`src/rtl/sync_fifo_write_arb.sv`:
```
// sync_fifo_write_arb
// Round-robin arbiter that funnels NUM_REQ requesters into one sync_fifo
// write port. Each write is a single WRITE cycle followed by GAP_CYCLES idle
// HOLDOFF cycles so the downstream crossing can settle.
//
// Optional feature: define SYNC_FIFO_ARB_PRIORITY_EN to give requester 0
// absolute priority; the remaining requesters keep round-robin among
// themselves and requester-0 grants do not move the round-robin pointer.
module sync_fifo_write_arb #(
    parameter int WIDTH      = 32,
    parameter int NUM_REQ    = 4,
    parameter int GAP_CYCLES = 4
) (
    input  logic                       clk,
    input  logic                       reset_n,
    input  logic [NUM_REQ-1:0]         req,
    input  logic [NUM_REQ*WIDTH-1:0]   req_data,
    output logic [NUM_REQ-1:0]         ack,
    output logic                       write_en,
    output logic [WIDTH-1:0]           data_out,
    output logic [$clog2(NUM_REQ)-1:0] grant_id,
    output logic                       busy
);

    localparam int IDW = $clog2(NUM_REQ);

    // Pointer starts at the top so requester 0 is searched first after reset.
    localparam logic [IDW-1:0] LAST_RST = IDW'(NUM_REQ - 1);

    // Terminal HOLDOFF count; unused when GAP_CYCLES==0 (HOLDOFF unreachable).
    localparam logic [7:0] GAP_LAST = (GAP_CYCLES == 0) ? 8'd0 : 8'(GAP_CYCLES - 1);

    typedef enum logic [1:0] {
        IDLE    = 2'd0,
        WRITE   = 2'd1,
        HOLDOFF = 2'd2
    } state_t;

    state_t          state;
    state_t          state_nxt;
    logic [IDW-1:0]  last_grant;
    logic [IDW-1:0]  win_id;
    logic            win_vld;
    logic [7:0]      hold_cnt;

    // First set candidate strictly after 'last', wrapping around.
    function automatic logic [IDW-1:0] rr_pick(input logic [NUM_REQ-1:0] cand,
                                                input logic [IDW-1:0]     last);
        logic [IDW-1:0] pick;
        logic           found;
        int             idx;
        pick  = '0;
        found = 1'b0;
        for (int k = 1; k <= NUM_REQ; k++) begin
            idx = (int'(last) + k) % NUM_REQ;
            if (!found && cand[IDW'(idx)]) begin
                found = 1'b1;
                pick  = IDW'(idx);
            end
        end
        return pick;
    endfunction

    // Winner selection over the live request vector.
    always_comb begin
        win_vld = |req;
        win_id  = '0;
`ifdef SYNC_FIFO_ARB_PRIORITY_EN
        if (req[0]) begin
            win_id = '0;
        end else begin
            win_id = rr_pick({req[NUM_REQ-1:1], 1'b0}, last_grant);
        end
`else
        win_id = rr_pick(req, last_grant);
`endif
    end

    // State register.
    always_ff @(posedge clk or negedge reset_n) begin
        if (!reset_n) begin
            state <= IDLE;
        end else begin
            state <= state_nxt;
        end
    end

    // Next-state logic: one WRITE cycle, then GAP_CYCLES of HOLDOFF.
    always_comb begin
        state_nxt = state;
        unique case (state)
            IDLE:    if (win_vld) state_nxt = WRITE;
            WRITE:   state_nxt = (GAP_CYCLES == 0) ? IDLE : HOLDOFF;
            HOLDOFF: if (hold_cnt == GAP_LAST) state_nxt = IDLE;
            default: state_nxt = IDLE;
        endcase
    end

    // HOLDOFF cycle counter; zero whenever not in HOLDOFF.
    always_ff @(posedge clk or negedge reset_n) begin
        if (!reset_n) begin
            hold_cnt <= '0;
        end else if (state == HOLDOFF && state_nxt == HOLDOFF) begin
            hold_cnt <= hold_cnt + 8'd1;
        end else begin
            hold_cnt <= '0;
        end
    end

    // Latch the winner's word and id on the grant edge; held until next grant.
    always_ff @(posedge clk or negedge reset_n) begin
        if (!reset_n) begin
            data_out <= '0;
            grant_id <= '0;
        end else if (state == IDLE && win_vld) begin
            data_out <= req_data[int'(win_id)*WIDTH +: WIDTH];
            grant_id <= win_id;
        end
    end

    // Round-robin pointer advances as the write completes.
    always_ff @(posedge clk or negedge reset_n) begin
        if (!reset_n) begin
            last_grant <= LAST_RST;
        end else if (state == WRITE) begin
`ifdef SYNC_FIFO_ARB_PRIORITY_EN
            if (grant_id != '0) last_grant <= grant_id;
`else
            last_grant <= grant_id;
`endif
        end
    end

    // Moore outputs straight off the state register so reset kills them at once.
    assign write_en = (state == WRITE);
    assign busy     = (state != IDLE);

    // Per-requester ack decode.
    for (genvar i = 0; i < NUM_REQ; i++) begin : g_ack
        assign ack[i] = write_en && (grant_id == IDW'(i));
    end

endmodule

```
`config.mk`:
```
export PLATFORM = sky130hd
export DESIGN_NAME = sync_fifo_write_arb
export DESIGN_NICKNAME = d
export VERILOG_FILES = /design/src/rtl/sync_fifo_write_arb.sv
export SDC_FILE = /design/constraint.sdc
export NUM_CORES = 1
export LEC_CHECK = 0
export ABC_AREA = 1
export CAP_MARGIN = 25
export CORE_ASPECT_RATIO = 1.4
export CORE_MARGIN = 3
export CORE_UTILIZATION = 36
export CTS_BUF_LIST = sky130_fd_sc_hd__clkbuf_8 sky130_fd_sc_hd__clkbuf_16
export DETAILED_ROUTE_END_ITERATION = 8
export GPL_ROUTABILITY_DRIVEN = 0
export GPL_TIMING_DRIVEN = 0
export PLACE_DENSITY_LB_ADDON = 0.3
export SLEW_MARGIN = 25
export SYNTH_ARGS = -nofsm -noshare
export SYNTH_HDL_FRONTEND = slang
export SYNTH_SLANG_ARGS = --single-unit
```
`constraint.sdc`:
```
create_clock -name clk -period 1.96 [get_ports clk]
set_input_delay 0.392 -clock clk [delete_from_list [all_inputs] [get_ports clk]]
set_output_delay 0.392 -clock clk [all_outputs]
set_load 0.005 [all_outputs]
```
# Yosys cells after proc, flatten, opt, wreduce, memory -nomap -nowiden
# Cells that the tools add are included.
[classes]
addsub = 5
order_cmp = 4
n_eq_ne = 7
n_shift = 1
n_mux = 23
reduce_logical = 16
[ops]
columns = ["op", "n"]
rows = [
  ["variable part select 128 x 8 -> 32 bit", 1],
  ["less-than comparator 2 x 4 -> 1 bit (second input constant)", 4],
  ["2-to-1 mux 2 bit", 6],
  ["2-to-1 mux 1 bit", 11],
  ["logical AND 1 bit", 9],
  ["adder 8 x 1 -> 8 bit (second input constant)", 1],
  ["binary-select mux 1 bit (select 2 bit)", 4],
  ["== test 2 bit (second input constant)", 4],
  ["== test 8 x 2 -> 1 bit (second input constant)", 1],
  ["2-to-1 mux 8 bit", 1],
  ["case mux 2 bit (3 select lines)", 1],
  ["adder 2 x 1 -> 2 bit (second input constant)", 2],
  ["adder 2 bit (second input constant)", 2],
  ["== test 2 x 1 -> 1 bit (second input constant)", 2],
  ["logical NOT 2 bit", 2],
  ["OR reduction 4 bit", 1],
  ["logical NOT 1 bit", 3],
  ["nonzero test 2 bit", 1],
]
[word_totals]
ff_bits = 46
input_bits = 134
output_inout_bits = 40
wordCells = 61

# Longest topological paths before layout
# Gate-level depths: netlist of the first run.
[logic_depth]
word_depth = 15
ltp_mapped = 16
ltp_nobuf = 14

# Worst setup path before layout of the first run
# OpenSTA, ideal clock, no wires.
[synth_path]
kind = "register to register"
from = "register last_grant[0]"
to = "register data_out[0]"
setup_ns = 0.117
t_arrival_ns = 1.751
required_ns = 1.843
path_slack_ns = 0.093
stages_incl_launch_ff = 14
n_path_buf = 2
synth_period_minus_slack_ns = 1.867
cell_sequence = "dfstp_2 -> buf_4 -> nand2_1 -> nand3_1 -> nand2_1 -> nor2_4 -> nand3_1 -> nand3_1 -> nand2_1 -> nor2_1 -> inv_1 -> buf_2 -> nor2_1 -> nor2_1"
[synth_via]
elab_chain_cells = 15
word_cells_on_any_way = 30
classes_between = "4 x add/sub; 1 x shift; 19 x mux; 6 x reduce/logical"
[synth_rtl]
columns = ["element", "line_no", "rtl"]
rows = [
  ["start: declaration", "41", "logic [IDW-1:0] last_grant;"],
  ["start signal: assignment", "129", "last_grant <= grant_id;"],
  ["adder 2 x 1 -> 2 bit", "55", "idx = (int'(last) + k) % NUM_REQ;"],
  ["binary-select mux 1 bit (select 2 bit)", "56", "if (!found && cand[IDW'(idx)]) begin"],
  ["2-to-1 mux 1 bit (not written as such) (2 in series)", "56", ""],
  ["2-to-1 mux 1 bit", "56", ""],
  ["logical NOT 1 bit", "56", ""],
  ["logical AND 1 bit", "56", ""],
  ["2-to-1 mux 1 bit", "56", ""],
  ["logical NOT 1 bit", "56", ""],
  ["logical AND 1 bit", "56", ""],
  ["2-to-1 mux 1 bit", "56", ""],
  ["logical NOT 1 bit", "56", ""],
  ["logical AND 1 bit", "56", ""],
  ["2-to-1 mux 2 bit (*)", "56", ""],
  ["variable part select 128 x 8 -> 32 bit (*)", "116", "data_out <= req_data[int'(win_id)*WIDTH +: WIDTH];"],
  ["end signal: assignment", "116", ""],
  ["end: declaration", "20", "output logic [WIDTH-1:0] data_out,"],
]
# Every way passes the cells marked *; elsewhere a longest branch is shown, timed or not. The select of a mux whose other input is x is not followed.
# A chain may end at the register's enable or synchronous reset.

# Worst setup path after layout of the first run
[layout_path]
from = "register last_grant[0]"
to = "register data_out[14]"
# Same word-level chain as after synthesis.

==> metrics.md, run 1 <==
| Metric | Value |
|---|---|
| Status | complete, but fails checks |
| Violated checks | negative setup slack |
| All-Layer GR Usage | between 20% and 30% |
| Row cnt | 40 |
| Largest net degree at the start of global routing | 47 |
| Final setup viols | 33 |
| Clock latency on the worst-skew pair | 0.29 ns |
| Top-area cell type share of the netlist area | 33.4% |
| Routed wl met3 | about 990 um |
| Net Sw Frac | between 40% and 50% |
| Htree depth | 2 |
| Cts hold-fix bufs | 0 |
| CTS tree | done |
| Largest family of logic cells by synthesized area | simple AND/OR/NAND/NOR gates |
| CP Max Fanout | 10 |
| Initial antenna violation count | 0 |
| DR pass1 iterations | 5 |
| Post-synthesis instance total | ~530 |
| Compound-Gate Fraction of Synth Area | under 10% |
| Die ar. | approximately 10,000 sq um |
| Die X | between 80 and 90 um |
| Final Critical Period | around 2.2 ns |
| Drt via density | 4.87 |
| Tot Pwr | around 0.01 W |
| Setup WS post-layout | -0.276 ns |
| Xor/xnor share of the synthesized area | 0% |
| Hold Crit Class | in2async |
| Post-route ant nets | 0 |
| Int Pwr | between 0.005 and 0.006 W |
| Max-slew violations | 0 |
| Post-synthesis mux area share | 0% |
| Met2 wire length | slightly below 7000 um |
| Sequential-to-total area share from yosys stat | roughly a third |
| Synth top area cells | dfrtp_1 33%, nand2_1 27%, nand3_1 7.7% |
| Crit path launch type | flop |
| DP HPWL | just over 9000 um |
| Final Skew | around 0.0066 ns |
| Number of port buffers | 173 |
| Area delta synth->final | 75.4% |
| Most frequent cells in the layout | 227 x nand2_1, 168 x clkdlybuf4s50_1, 58 x nor2_1 |
| Fraction of power consumed by sequential logic | 16.2% |
| LEAKAGE | just under 3 nW |
| Number of global-route vias before repair | between 4,000 and 5,000 |
| Routed len/inst | 15.2 um |
| Max Used Layer | met4 |
| Nets | 867 |
| Syn nets | ~670 |
| Post-Synth Adder-Cell Area | less than 1% |
| Final instance area | slightly below 6000 sq um |
| Final Cycle Share | 114% |
| Unrepaired setup endpoints after global routing | yes |
| Final Hold Viols | 0 |
| Rel. slew slack | 59.6% |
| Maximum number of buffers from clock root to sink | 2 |
| N_diodes | 0 |
| Warning count from the yosys run | 0 |
| Commonest non-fill, non-tap cell in the layout | nand2_1 |
| Critical path arrival | ~2.5 ns |
| Synth Cell Area | around 3300 sq um |
| Element type at the critical path end | flop |
| I/O pins | 174 |
| Final cell count without fillers | 838 |
| Simple-Gate Fraction of Synth Area | 53.9% |
| Slew at the pin closest to its max-slew limit | slightly above 0.6 ns |
| WL final | roughly 13,000 um |
| Mean Syn Cell Area | between 6 and 7 sq um |
| Sw Pwr | ~0.0045 W |
| Global-route wire length before repair | 19,400 um |
| Worst IR Drop VDD | 0.962 mV |
| Register bit total from synthesis | 46 |
| Grt total ovfl | 0 |
| FILL cells | 786 |
| Clk sinks | 46 |
| Power per cell area | about 1800 nW/um^2 |
| Core area | about 8800 sq um |
| CTS clk-pin slew, worst paths | about 0.070 ns |
| Logic pwr share | between 70% and 80% |
| Layout cells sized above 1 | between 10% and 20% |
| Initial Utilization | 37.7% |
| Chip height | between 100 and 150 um |
| Post-synth top area cell | dfrtp_1 |
| Yosys cell types | 25 |
| DP Worst Slack | -0.484 ns |
| Class of the most critical setup path | reg2reg |
| Area after DPL | just over 5000 sq um |
| Worst path required time | 2.18 ns |
| DRC | 0 |
| Placed cell count | roughly 810 |
| Fmax | 447 MHz |
| DRT iter0 DRCs | about 150 |
| Metal-1 WL | approximately 4600 um |
| Clk network pwr share | between 10% and 20% |
| Max_cap viols | 0 |
| DR vias | between 4,000 and 5,000 |
| Clk root buf | clkbuf_16 |
| Num CTS Buffers | 5 |
-- Yosys cell counts --
| master | count |
|---|---|
| nor3b_1 | 1 |
| a21oi_1 | 4 |
| o21ai_1 | 1 |
| ha_1 | 1 |
| inv_1 | 32 |
| nand2_1 | 240 |
| nor4_1 | 1 |
| buf_2 | 11 |
| dfrtp_1 | 44 |
| dfstp_2 | 2 |
| nand2_2 | 4 |
| nand3b_1 | 12 |
| nor2_1 | 61 |
| nand4_1 | 5 |
| buf_4 | 5 |
| and3_1 | 3 |
| inv_2 | 4 |
| or2_2 | 26 |
| clkinv_1 | 1 |
| nor2_4 | 1 |
| buf_6 | 6 |
| nor3_1 | 8 |
| nand3_1 | 51 |
| o21ai_0 | 4 |
| clkbuf_1 | 3 |
-- worst max-delay path: stages (launching register included) --
cell and delay [ns]:
dfstp_2 0.59, buf_6 0.13, nand2_1 0.08, nand3_2 0.11
nand2_2 0.08, nor2_4 0.14, nand4_1 0.22, nand2_4 0.20
buf_12 0.14, buf_6 0.15, nand2_1 0.07, nand3_1 0.09
nand2_1 0.06, nor2_1 0.09
-- metrics by stage --
| step | hold slack, ns | util [%] | setup TNS, ns |
|---|---|---|---|
| after detailed placement | 0.446 | 58.9 | -14.89 |
| final | 0.110 | 66.1 | -7.11 |
| after CTS | 0.144 | 63.7 | -2.10 |
| after floorplan | 0.0964 | - | 0 |
| after global placement | 0.450 | 58.9 | -54.26 |
| after global routing | 0.154 | 66.1 | -11.49 |
-- worst paths after layout --
check	start	endpoint	slack, ns	cells after the start
min reg2reg	hold_cnt[0]	hold_cnt[0]	0.47	1
max	last_grant[0]	data_out[14]	-0.28	13
min	reset_n	state[1]	0.11	1
min in group clk	hold_cnt[0]	hold_cnt[0]	0.47	1
max in group asynchronous	reset_n	data_out[7]	1.44	1
max reg2reg	last_grant[0]	data_out[14]	-0.28	13
-- sequential cells by signal, summed over array words and instances, names as in the netlist --
register / count
state: 2
data_out: 32
last_grant: 2
hold_cnt: 8
grant_id: 2
-- cells by family after synthesis --
logic type      Yosys count
flops                    46
fa+ha+maj                 1
buf+inv                  62
simple gates            413
compound gates            9
-- final cells by class --
| type | count | area [sq um] | share of cell area, % |
|---|---|---|---|
| buffer | 25 | 285 | 4.93 |
| sequential | 46 | 1150 | 19.9 |
| multi-input combinational | 423 | 1920 | 33.2 |
| tap | 105 | 131 | 2.27 |
| clock inverter | 2 | 60.1 | 1.04 |
| inverter | 37 | 153 | 2.64 |
| timing repair buffer | 194 | 1950 | 33.6 |
| clock buffer | 6 | 139 | 2.40 |
-- metal layers --
metal	up-vias	global-route usage [%]
met5	-	0
met4	0	7.12
met3	27	5.12
met2	175	42.5
met1	1837	27.0
li1	2046	-
-- timing repair --
item / 4_1_cts / 5_1_grt
gates resized for setup: 44 / 33
endpoints found under the setup margin: 38 / 36
buffers inserted: 12 / 4
cloned: 2 / 3
hold endpoints to repair: 0 / 0
pin swaps: 3 / 2
-- power by group through the flow --
| stage | clock network, W | logic [W] | registers (W) |
|---|---|---|---|
| after floorplan | 0 | 0.00378 | 0.00164 |
| after global placement | 0 | 0.00594 | 0.00164 |
| after detailed placement | 0 | 0.00605 | 0.00164 |
| after CTS | 0.00114 | 0.00667 | 0.00164 |
| after global routing | 0.00119 | 0.00820 | 0.00170 |
| final | 0.00113 | 0.00740 | 0.00165 |
Power figures use the tool's default switching activity.
==> inputs of run 2 (changes only) <==
--- a/config.mk
+++ b/config.mk
@@ -15,7 +15,7 @@
 export GPL_ROUTABILITY_DRIVEN = 0
 export GPL_TIMING_DRIVEN = 0
 export PLACE_DENSITY_LB_ADDON = 0.3
-export SLEW_MARGIN = 25
+export SLEW_MARGIN = 30
 export SYNTH_ARGS = -nofsm -noshare
 export SYNTH_HDL_FRONTEND = slang
 export SYNTH_SLANG_ARGS = --single-unit
==> results of run 2 <==
The final DEF is identical to that of run 1; final timing and power are the same.
==> inputs of run 3 (changes only) <==
--- a/config.mk
+++ b/config.mk
@@ -6,7 +6,7 @@
 export NUM_CORES = 1
 export LEC_CHECK = 0
 export ABC_AREA = 1
-export CAP_MARGIN = 25
+export CAP_MARGIN = 15
 export CORE_ASPECT_RATIO = 1.4
 export CORE_MARGIN = 3
 export CORE_UTILIZATION = 36
==> results of run 3 <==
The final DEF is identical to that of run 1; final timing and power are the same.
